## src/rtl/led_array_scanner.sv

```systemverilog
// ---------------------------------------------------------------------------
// led_array_scanner
//
// Column-scan sequencer that sits in front of the LED array driver.
//
// Frames
//   Whole N*N frames arrive from the game engine over a valid/ready handshake.
//   An accepted frame lands in a shadow buffer. The shadow buffer is promoted
//   to the display buffer only when the last column of a frame finishes, so
//   the driver never shows a torn frame.
//
// Column scan
//   Each column gets BLANK_CYCLES with ena low, then DWELL_CYCLES of drive.
//   The column index x advances on the edge that ends a drive period, which
//   is also the edge where ena falls. The driver therefore never sees x move
//   while ena is high. The one exception is BLANK_CYCLES=0, where drive
//   periods run back to back.
//
// Optional feature (compile-time macro LED_SCAN_BRIGHTNESS_EN)
//   Adds a 4-bit brightness input. During drive, ena is high only for the
//   first (brightness+1)/16 of the dwell. Timing of x and frame_done does not
//   change.
//
// Parameters
//   N             grid size, 2..8
//   DWELL_CYCLES  drive cycles per column, a multiple of 16 and >= 16
//   BLANK_CYCLES  blanking cycles before each column, 0 allowed
//
// Ports
//   clk          in   system clock
//   rst          in   synchronous active-high reset
//   cells_in     in   N*N new frame, bit i*N+j = row i, column j
//   cells_valid  in   cells_in holds a frame
//   cells_ready  out  shadow buffer empty, a frame can be accepted
//   brightness   in   4-bit level (only with LED_SCAN_BRIGHTNESS_EN)
//   ena          out  driver enable
//   x            out  active column index
//   cells        out  display buffer fed to the driver
//   frame_done   out  one-cycle pulse after the last column of a frame
// ---------------------------------------------------------------------------
module led_array_scanner #(
    parameter int N            = 8,
    parameter int DWELL_CYCLES = 1024,
    parameter int BLANK_CYCLES = 16
) (
    input  logic                   clk,
    input  logic                   rst,
    input  logic [N*N-1:0]         cells_in,
    input  logic                   cells_valid,
    output logic                   cells_ready,
`ifdef LED_SCAN_BRIGHTNESS_EN
    input  logic [3:0]             brightness,
`endif
    output logic                   ena,
    output logic [$clog2(N)-1:0]   x,
    output logic [N*N-1:0]         cells,
    output logic                   frame_done
);

    // -----------------------------------------------------------------------
    // Parameter legality
    // -----------------------------------------------------------------------
    if (N < 2 || N > 8) begin : g_bad_n
        $error("led_array_scanner: N=%0d outside legal range 2..8", N);
    end
    if (DWELL_CYCLES < 16 || (DWELL_CYCLES % 16) != 0) begin : g_bad_dwell
        $error("led_array_scanner: DWELL_CYCLES=%0d must be a multiple of 16 and >= 16",
               DWELL_CYCLES);
    end
    if (BLANK_CYCLES < 0) begin : g_bad_blank
        $error("led_array_scanner: BLANK_CYCLES=%0d must not be negative", BLANK_CYCLES);
    end

    // -----------------------------------------------------------------------
    // Derived constants
    // -----------------------------------------------------------------------
    localparam int XW      = $clog2(N);
    localparam int CNT_MAX = (DWELL_CYCLES > BLANK_CYCLES) ? DWELL_CYCLES : BLANK_CYCLES;
    localparam int CNT_W   = $clog2(CNT_MAX + 1);

    localparam logic [CNT_W-1:0] DWELL_LAST = CNT_W'(DWELL_CYCLES - 1);
    // The zero-gap case never compares against this value. The guard only
    // keeps the constant well-formed.
    localparam logic [CNT_W-1:0] BLANK_LAST =
        CNT_W'((BLANK_CYCLES == 0) ? 0 : BLANK_CYCLES - 1);
    localparam logic [XW-1:0]    X_LAST     = XW'(N - 1);
    localparam logic             NO_GAP     = (BLANK_CYCLES == 0);

    typedef enum logic {
        S_BLANK = 1'b0,
        S_DRIVE = 1'b1
    } state_t;

    // -----------------------------------------------------------------------
    // State
    // -----------------------------------------------------------------------
    state_t             state_q;
    logic [CNT_W-1:0]   cnt_q;
    logic [XW-1:0]      x_q;
    logic               ena_q;
    logic               frame_done_q;
    logic [N*N-1:0]     cells_q;
    logic [N*N-1:0]     shadow_q;
    logic               shadow_full_q;

    // Brightness level in effect. Without the feature it is pinned to full
    // scale, so the drive window covers the whole dwell.
    logic [3:0]         level;
`ifdef LED_SCAN_BRIGHTNESS_EN
    assign level = brightness;
`else
    assign level = 4'hF;
`endif

    // True when a drive cycle whose counter value is cnt_next falls inside
    // the lit part of the dwell. The lit part is (level+1) sixteenths of the
    // dwell.
    function automatic logic drive_window(input logic [CNT_W-1:0] cnt_next,
                                          input logic [3:0]       lvl);
        int lim;
        lim = (int'(lvl) + 1) * (DWELL_CYCLES / 16);
        return int'(cnt_next) < lim;
    endfunction

    // A frame transfers only into an empty shadow buffer. Promotion needs a
    // full buffer, so an accept and a promotion can never fall on the same
    // edge.
    logic accept;
    assign accept = cells_valid && !shadow_full_q;

    // -----------------------------------------------------------------------
    // Scan FSM, handshake and buffers
    //
    // ena is registered. Every branch sets it from the state and counter that
    // take effect on the same edge, so ena lines up exactly with the DRIVE
    // state.
    // -----------------------------------------------------------------------
    always_ff @(posedge clk) begin
        if (rst) begin
            state_q       <= S_BLANK;
            cnt_q         <= '0;
            x_q           <= '0;
            ena_q         <= 1'b0;
            frame_done_q  <= 1'b0;
            cells_q       <= '0;
            shadow_full_q <= 1'b0;
        end else begin
            frame_done_q <= 1'b0;

            if (accept) begin
                shadow_q      <= cells_in;
                shadow_full_q <= 1'b1;
            end

            case (state_q)
                S_BLANK: begin
                    if (NO_GAP || cnt_q == BLANK_LAST) begin
                        state_q <= S_DRIVE;
                        cnt_q   <= '0;
                        ena_q   <= drive_window('0, level);
                    end else begin
                        cnt_q   <= cnt_q + 1'b1;
                        ena_q   <= 1'b0;
                    end
                end

                S_DRIVE: begin
                    if (cnt_q == DWELL_LAST) begin
                        cnt_q <= '0;
                        // The column advances on the edge where ena drops.
                        if (x_q == X_LAST) begin
                            x_q          <= '0;
                            frame_done_q <= 1'b1;
                            // Frame boundary: the only point where the
                            // displayed frame may change.
                            if (shadow_full_q) begin
                                cells_q       <= shadow_q;
                                shadow_full_q <= 1'b0;
                            end
                        end else begin
                            x_q <= x_q + 1'b1;
                        end

                        if (NO_GAP) begin
                            state_q <= S_DRIVE;
                            ena_q   <= drive_window('0, level);
                        end else begin
                            state_q <= S_BLANK;
                            ena_q   <= 1'b0;
                        end
                    end else begin
                        cnt_q <= cnt_q + 1'b1;
                        ena_q <= drive_window(cnt_q + 1'b1, level);
                    end
                end

                default: begin
                    state_q <= S_BLANK;
                    cnt_q   <= '0;
                    ena_q   <= 1'b0;
                end
            endcase
        end
    end

    // -----------------------------------------------------------------------
    // Outputs
    // -----------------------------------------------------------------------
    assign cells_ready = !shadow_full_q;
    assign ena         = ena_q;
    assign x           = x_q;
    assign cells       = cells_q;
    assign frame_done  = frame_done_q;

endmodule

```

## config.mk

```make
export PLATFORM = sky130hd
export DESIGN_NAME = led_array_scanner
export DESIGN_NICKNAME = d
export VERILOG_FILES = /design/src/rtl/led_array_scanner.sv
export SDC_FILE = /design/constraint.sdc
export NUM_CORES = 1
export LEC_CHECK = 0
export ABC_AREA = 1
export CAP_MARGIN = 20
export CORE_UTILIZATION = 30
export CTS_BUF_LIST = sky130_fd_sc_hd__clkbuf_16
export DETAILED_ROUTE_END_ITERATION = 7
export GPL_TIMING_DRIVEN = 0
export PLACE_DENSITY = 0.64
export SYNTH_ARGS = -nofsm -noshare
export SYNTH_HDL_FRONTEND = slang
export SYNTH_SLANG_ARGS = --single-unit
```

## constraint.sdc

```tcl
create_clock -name clk -period 5.4 [get_ports clk]
set_input_delay 1.08 -clock clk [delete_from_list [all_inputs] [get_ports clk]]
set_output_delay 1.08 -clock clk [all_outputs]
set_load 0.05 [all_outputs]
```

# [After elaboration in Yosys (flattened, before gate mapping)]
# Cells that the tools add are included.
[word_totals] output_inout_bits=70 latchBits=0 ram_bits=0 rom_bits=0 n_memories=0 reg_bits=146
[classes] bitwise=3 div_mod_pow=0 addsub=2 multipliers=0 shifts=0 n_mux=15 eq_ne=3 n_reduce_logical=6 n_lt_le_gt_ge=1
[op_table] cell="two-way mux 11 bit" n=2
[op_table] cell="case mux 11 bit (2 select lines)" n=1
[op_table] cell="adder 11 x 1 -> 11 bit (second input constant)" n=1
[op_table] cell="== test 11 x 10 -> 1 bit (second input constant)" n=1
[op_table] cell="== test 11 x 4 -> 1 bit (second input constant)" n=1
[op_table] cell="less-than comparator 11 bit (second input constant)" n=1
[op_table] cell="two-way mux 1 bit" n=9
[op_table] cell="case mux 1 bit (2 select lines)" n=2
[op_table] cell="AND reduction 2 bit" n=2
[op_table] cell="AND reduction 4 bit" n=1
[op_table] cell="adder 3 x 1 -> 3 bit (second input constant)" n=1
[op_table] cell="== test 3 bit (second input constant)" n=1
[op_table] cell="two-way mux 3 bit" n=1
[op_table] cell="NOT 1 bit" n=3
[op_table] cell="OR reduction 3 bit" n=1
[op_table] cell="logical AND 1 bit" n=1
[op_table] cell="zero test 1 bit" n=1

# [Longest topological paths before layout]
# Gate-level depths: netlist of run 1.
[depth] ltp_word=7 mapped_depth=9 depth_no_buf=8

# [Least setup slack after synthesis of run 1]
# Ideal clock, no wire load.
[synth_timing] kind="input port to flip-flop" start="input port rst" end="register shadow_q[0], enable pin" arrival_ps=3975 stages=2 slack_ps=939 setup_time_ps=486 path_cell_list="clkbuf_1 nor2_1"
[synth_between] elab_chain_len=2
[synth_rtl] item="start, declared" line_no="47" rtl="input logic rst,"
[synth_rtl] item="NOT 1 bit (no source line)"
[synth_rtl] item="AND reduction 2 bit (no source line)"
[synth_rtl] item="end signal, assigned" line_no="151" rtl="shadow_q <= cells_in;"
[synth_rtl] item="end, declared" line_no="103" rtl="logic [N*N-1:0] shadow_q;"
# No other way between the ends.
# A chain may end at the register's enable or synchronous reset.

# [Worst setup path after layout of run 1]
[layout_timing] start="register x_q[0], in the netlist x[0]" end="output port x[0]"
[layout_lines] item="start, declared" line_no="99" rtl="logic [XW-1:0] x_q;"
[layout_lines] item="start signal, assigned" line_no="181" rtl="x_q <= x_q + 1'b1;"
[layout_lines] item="end, declared" line_no="55" rtl="output logic [$clog2(N)-1:0] x,"
# No word-level cell between the ends.

==> metrics.md, run 1 <==
| Metric | Value |
|---|---|
| Largest net degree at the start of global routing | `33` |
| CP Capture Type | `primary output` |
| Layout cells sized above 1 | `between 10% and 20%` |
| Crit path required time | `4320 ps` |
| Tcrit/Tclk final | `around half` |
| Xor-xnor portion of the synthesized cell area | `under 10%` |
| Simple-gate share of the synthesized area | `a little under a fifth` |
| # Max-Cap Violations | `0` |
| CTS Sinks | `~150` |
| M3 GR Usage | `4.392%` |
| RSZ-0062 raised after global routing | `false` |
| Register Area | `around 0.0036 mm²` |
| Drt pass-1 iters | `4` |
| CP arrival | `roughly 1600 ps` |
| Post-Syn Area | `roughly 0.0053 mm²` |
| Largest stage delay, worst path | `between 800 and 900 ps` |
| Sum of negative setup slack | `0 ps` |
| Number of fill cells | `~1600` |
| CP Class | `reg -> out` |
| Clock Pin Slew Worst Setup and Hold Paths | `60 ps` |
| Mux share of post-synthesis cell area | `0%` |
| Die height | `134.7 µm` |
| Post-Synth Adder-Cell Area | `less than 1%` |
| GRT busiest layer | `met2` |
| CORE AREA | `0.01724 mm²` |
| CTS H-tree depth | `4` |
| Ant diodes | `0` |
| LEAKAGE | `2.481 nW` |
| Rows | `between 40 and 50` |
| I/O pin count | `137` |
| Main combinational cell family by area after synthesis | `simple AND/OR/NAND/NOR gates` |
| Die width | `134.7 µm` |
| Slowest cell on the critical path | `clkdlybuf4s50_1` |
| Final min period | `2707 ps` |
| Hold-fix buffers at CTS | `0` |
| Commonest cells after routing, fill and taps aside | `clkdlybuf4s50_1 (136), dfxtp_1 (82), edfxtp_1 (64), nand2_1 (61), nand3_1 (59)` |
| Final setup vio count | `0` |
| Vias in the first global route | `approximately 4000` |
| CTS Root Cell | `clkbuf_16` |
| First-pass GRT wire length | `20.02 mm` |
| Syn_nets | `between 500 and 600` |
| Tightest Hold Check Type | `reg -> reg` |
| Area of the multi-input gates | `0.001480 mm²` |
| Worst VDD drop | `~0.21 mV` |
| Initial antenna violation count | `0` |
| Cell taking the most area after synthesis | `edfxtp_1` |
| FMAX | `between 300 and 400 MHz` |
| Post-Route WL | `roughly 12 mm` |
| Max clock buf depth | `2` |
| Relative slew slack | `55.12%` |
| Worst-Margin Slew | `673.1 ps` |
| Initial DRC count | `132` |
| Via density | `around 4.6` |
| Initial Util | `30.66%` |
| Worst hold slack | `approximately 450 ps` |
| Via count of the routed design | `around 3900` |
| CP top delay family | `buffers and inverters` |
| Routability Congestion | `0.8393` |
| Post_cts resized | `0` |
| Worst Slack Setup Final | `roughly 2700 ps` |
| CTS Buf Count | `17` |
| GRT overflow | `0` |
| ANT nets after route | `0` |
| Syn-to-layout area delta | `42.26%` |
| Final Slew Violations | `0` |
| Later-pin clock latency in the skew report | `420 ps` |
| Synth top area share | `between 30% and 40%` |
| Netlist cell types | `26` |
| Area of the die | `~0.018 mm²` |
| Gate Count Post-Synth | `455` |
| Final total power | `between 2 and 2.5 mW` |
| Setup WS pre-CTS | `2398 ps` |
| DP HPWL | `slightly below 9 mm` |
| Status | `completed` |
| IO Port Bufs | `136` |
| Most common cell after layout, fill and taps aside | `clkdlybuf4s50_1` |
| Crit path max fanout | `4` |
| PwrDens | `310.4 mW/mm²` |
| Wire per inst | `roughly 15 µm` |
| GR Util met1 | `~17%` |
| Critical-path cell list | `clkdlybuf4s50_1` |
| Yosys warns | `0` |
| DR DRC count | `0` |
| Compound-Gate Fraction of Synth Area | `between 7 and 8%` |
| Final Hold Vio Count | `0` |
| Synthesized area per cell | `around 12 µm²` |
| Post-synthesis register bit count | `around 150` |
| CTS tree | `yes` |
| WP buf/inv | `1` |
| GR Util All Layers | `between 10% and 20%` |
| Clk_skew | `between 8 and 9 ps` |
| Crit start category | `flop` |
| Top cells by area, synth | `edfxtp_1 (36%), dfxtp_1 (31%), nand3_1 (5.6%)` |
| NumNets Final | `approximately 680` |
| Global routing usage on met2 | `approximately a quarter` |
| Sequential share of the synthesized area | `between 60% and 70%` |
| Setup bufs post-CTS | `0` |
-- registers in the layout, indices dropped and copies added, names as in the netlist --
register / cells
cells: 64
shadow_full_q: 1
x: 3
ena: 1
shadow_q: 64
frame_done: 1
cnt_q: 11
state_q: 1
-- synthesized netlist by cell type --
cell type	number
nand3_2	10
a21oi_1	58
edfxtp_1	64
dfxtp_1	82
nor2_2	2
nand4_1	3
nor2_8	1
nand3b_1	1
inv_2	1
ha_1	3
inv_1	12
nand3_4	2
nor2_1	20
buf_1	1
buf_6	12
nand2_1	61
nand2_2	22
clkbuf_1	7
nor3_1	3
nor3b_1	1
nand3_1	59
xor2_1	7
a21oi_2	10
buf_2	7
o21ai_0	4
nor2_4	2
-- cells by family (layout without fill, tap and decap cells) --
group                      Yosys count  after routing
AOI/OAI and AO/OA                   72             72
buffers and inverters               40            210
xor gates and xnor gates             7              7
adders and majority gates            3              3
DFF                                146            146
and+or+nand+nor                    187            187
-- stage by stage --
step                      util (%)  instance area (µm²)  std cells
final                        43.62                 7518        850
after global routing         43.62                 7518        850
after floorplan                  -                 5285        455
after detailed placement     40.47                 6975        818
after global placement       40.19                 6928        816
after CTS                    43.62                 7518        850
-- layer usage --
layer | vias to the layer above | wire, µm | share of wire [%]
li1 | 1885 | - | -
met1 | 1842 | 5407 | 43
met2 | 121 | 6108 | 49
met3 | 23 | 624 | 5.0
met4 | 0 | 327 | 2.6
met5 | - | 0 | 0
-- final timing paths --
check	startpoint	end	slack, ps	cells after the start
worst max-delay path	x[0]	x[0]	2690	1
worst min-delay path	cnt_q[0]	cnt_q[0]	450	1
worst max register to register	x[0]	cells[52]	3550	7
worst min register to register	cnt_q[0]	cnt_q[0]	450	1
-- area by class of cell --
type                       count  area share, %
sequential                   146          47.40
multi-input combinational    269          19.69
timing repair buffer         138          18.64
clock buffer                  19          6.324
tap                          225          3.744
buffer                        27          2.663
clock inverter                13         0.8987
inverter                      13         0.6490
-- report_power, final --
part	internal (mW)	switching, mW	total (mW)
registers	1.18	0.00708	1.18
clock network	0.630	0.436	1.07
logic	0.0489	0.0343	0.0832
total	1.86	0.477	2.33
No activity file was read; power rests on OpenSTA's default activity.
==> run 2: changes to the inputs <==
- clock period: 5.4 -> 2.5 ns (I/O delays scaled with it)
==> run 2 against run 1 <==
  * Die area unchanged
  * Sequential power increased by 120%
  * First-iteration DRC count decreased by 2.3%
  * Largest cell class unchanged
  * Hold slack improved by 13 ps
  * Global-route usage decreased by 0.58 points
  * Critical endpoint is now shadow_q[43]
  * Clock-buffer cell count decreased by 1
  * Core utilization increased by 0.43 points
  * Sequential share of layout area decreased by 0.46 points
  * Setup slack got worse by 2400 ps
  * Via count decreased by 1.6%
==> metrics.md, run 2 (same netlist as run 1, synthesis figures left out) <==
| Metric | Value |
|---|---|
| Status | `completed (unchanged)` |
| GR Util All Layers | `13.90% (was 14.48%)` |
| Routability Congestion | `0.8133 (was 0.8393)` |
| Crit start category | `input port (was flop)` |
| Hold-fix buffers at CTS | `0 (unchanged)` |
| Post_cts resized | `0 (unchanged)` |
| Post-Route WL | `12.27 mm (was 12.47 mm)` |
| Ant diodes | `0 (unchanged)` |
| Later-pin clock latency in the skew report | `410 ps (was 420 ps)` |
| Worst-Margin Slew | `662.9 ps (was 673.1 ps)` |
| DP HPWL | `8.745 mm (was 8.757 mm)` |
| Worst VDD drop | `0.4374 mV (was 0.2080 mV)` |
| CTS Sinks | `146 (unchanged)` |
| CORE AREA | `0.01724 mm² (unchanged)` |
| Die width | `134.7 µm (unchanged)` |
| Relative slew slack | `55.81% (was 55.12%)` |
| Sum of negative setup slack | `0 ps (unchanged)` |
| NumNets Final | `682 (unchanged)` |
| Tcrit/Tclk final | `roughly 87%` |
| Initial Util | `30.66% (unchanged)` |
| GRT overflow | `0 (unchanged)` |
| ANT nets after route | `0 (unchanged)` |
| Via density | `4.482 (was 4.554)` |
| Layout cells sized above 1 | `16.00% (was 15.84%)` |
| RSZ-0062 raised after global routing | `false (unchanged)` |
| CTS Root Cell | `clkbuf_16 (unchanged)` |
| Initial DRC count | `129 (was 132)` |
| Die height | `134.7 µm (unchanged)` |
| FMAX | `between 400 and 500 MHz` |
| Final Hold Vio Count | `0 (unchanged)` |
| IO Port Bufs | `136 (unchanged)` |
| # Max-Cap Violations | `0 (unchanged)` |
| Clk_skew | `7.123 ps (was 8.964 ps)` |
| Syn-to-layout area delta | `43.66% (was 42.26%)` |
| Tightest Hold Check Type | `reg -> reg (unchanged)` |
| Clock share of power | `48.6% (was 45.7%)` |
| CTS Buf Count | `17 (unchanged)` |
| Crit path required time | `2610 ps (was 4320 ps)` |
| Largest net degree at the start of global routing | `33 (unchanged)` |
| Sequential Power Share | `48.0% (was 50.7%)` |
| Placed insts | `818 (unchanged)` |
| First-pass GRT wire length | `19.19 mm (was 20.02 mm)` |
| CP Class | `in -> reg (was reg -> out)` |
| Crit path max fanout | `32 (was 4)` |
| CP top delay family | `buffers and inverters (unchanged)` |
| LEAKAGE | `2.496 nW (was 2.481 nW)` |
| I/O pin count | `137 (unchanged)` |
| Clock Pin Slew Worst Setup and Hold Paths | `60 ps (about the same)` |
| Via count of the routed design | `3810 (was 3871)` |
| Final setup vio count | `0 (unchanged)` |
| CP arrival | `2270 ps (was 1630 ps)` |
| Drt pass-1 iters | `4 (unchanged)` |
| Sw Ratio | `19.85% (was 20.45%)` |
| CTS H-tree depth | `4 (unchanged)` |
| Final min period | `about 2200 ps` |
| Rows | `48 (unchanged)` |
| PwrDens | `701.8 mW/mm² (was 310.4 mW/mm²)` |
| CP Capture Type | `flop (was primary output)` |
| Register Area | `0.003563 mm² (unchanged)` |
| Combinational Power Share | `3.5% (was 3.6%)` |
| Area of the die | `0.01815 mm² (unchanged)` |
| Initial antenna violation count | `0 (unchanged)` |
| WP buf/inv | `4 (was 1)` |
| Final Slew Violations | `0 (unchanged)` |
| Wire per inst | `14.43 µm (was 14.67 µm)` |
| Slowest cell on the critical path | `nor2_4 (was clkdlybuf4s50_1)` |
| Setup bufs post-CTS | `0 (unchanged)` |
| CTS tree | `yes (unchanged)` |
| Pint | `4.270 mW (was 1.856 mW)` |
| Largest stage delay, worst path | `570 ps (was 820 ps)` |
| Net Switching | `1.058 mW (was 0.4773 mW)` |
| Commonest cells after routing, fill and taps aside | `clkdlybuf4s50_1 (136), dfxtp_1 (82), edfxtp_1 (64), nand2_1 (61), nand3_1 (59) (unchanged)` |
| Critical-path cell list | `clkdlybuf4s50_1 -> clkbuf_1 -> nor2_4 -> buf_16 -> buf_12 (was clkdlybuf4s50_1)` |
| Most common cell after layout, fill and taps aside | `clkdlybuf4s50_1 (unchanged)` |
| Number of fill cells | `1569 (was 1593)` |
| Vias in the first global route | `3877 (was 4011)` |
| DR DRC count | `0 (unchanged)` |
| Final total power | `5.328 mW (was 2.334 mW)` |
| Max clock buf depth | `2 (unchanged)` |
| Area of the multi-input gates | `0.001480 mm² (unchanged)` |
| Post-route insts no fill | `850 (unchanged)` |
run 2: area by class of cell:
cell class                 instances  area share (%)
clock buffer                      18           5.933
timing repair buffer             138           18.56
multi-input combinational        269           19.50
buffer                            27           2.637
inverter                          13          0.6427
tap                              225           3.708
clock inverter                    14           2.093
sequential                       146           46.93
run 2: final timing paths:
path / from / to / slack, ps / cells after the start
setup / recovery: rst / shadow_q[43] / 340 / 5
hold / removal: cnt_q[0] / cnt_q[0] / 460 / 1
setup reg to reg: cnt_q[0] / cells[40] / 670 / 9
hold reg to reg: cnt_q[0] / cnt_q[0] / 460 / 1
run 2: metal layers:
layer | part of all wire (%) | global-route usage (%) | vias to the layer above | wire length (µm)
li1 | - | - | 1888 | -
met1 | 44 | 17.03 | 1791 | 5360
met2 | 50 | 22.91 | 112 | 6150
met3 | 4.2 | 3.791 | 19 | 515
met4 | 2.0 | 6.055 | 0 | 240
met5 | 0 | 0 | - | 0
run 2: power by group through the flow:
stage,sequential (mW),clock (mW),combinational (mW)
3_3_place_gp,2.61,0,0.172
5_1_grt,2.56,2.74,0.198
2_1_floorplan,2.61,0,0.0468
6_report,2.56,2.59,0.184
3_5_place_dp,2.61,0,0.186
4_1_cts,2.56,2.65,0.187
run 2: through the flow:
step                      hold slack (ps)  setup slack, ps  util (%)  instance area, µm²
after CTS                           460.8            346.9     44.05                7592
after detailed placement            451.8           -92.39     40.51                6983
final                               459.1            335.7     44.05                7592
after global placement              428.8           -636.3     40.24                6935
after floorplan                     417.5            315.3         -                5293
after global routing                480.8            240.9     44.05                7592
run 2: worst register-to-register path, delay by kind of cell, from the launching register on:
| kind | cells | cell delay [ps] |
|---|---|---|
| simple gates | 6 | 830 |
| buf+inv | 1 | 250 |
| compound gates | 1 | 60 |
| fa+ha+maj | 1 | 200 |
| flops | 1 | 350 |
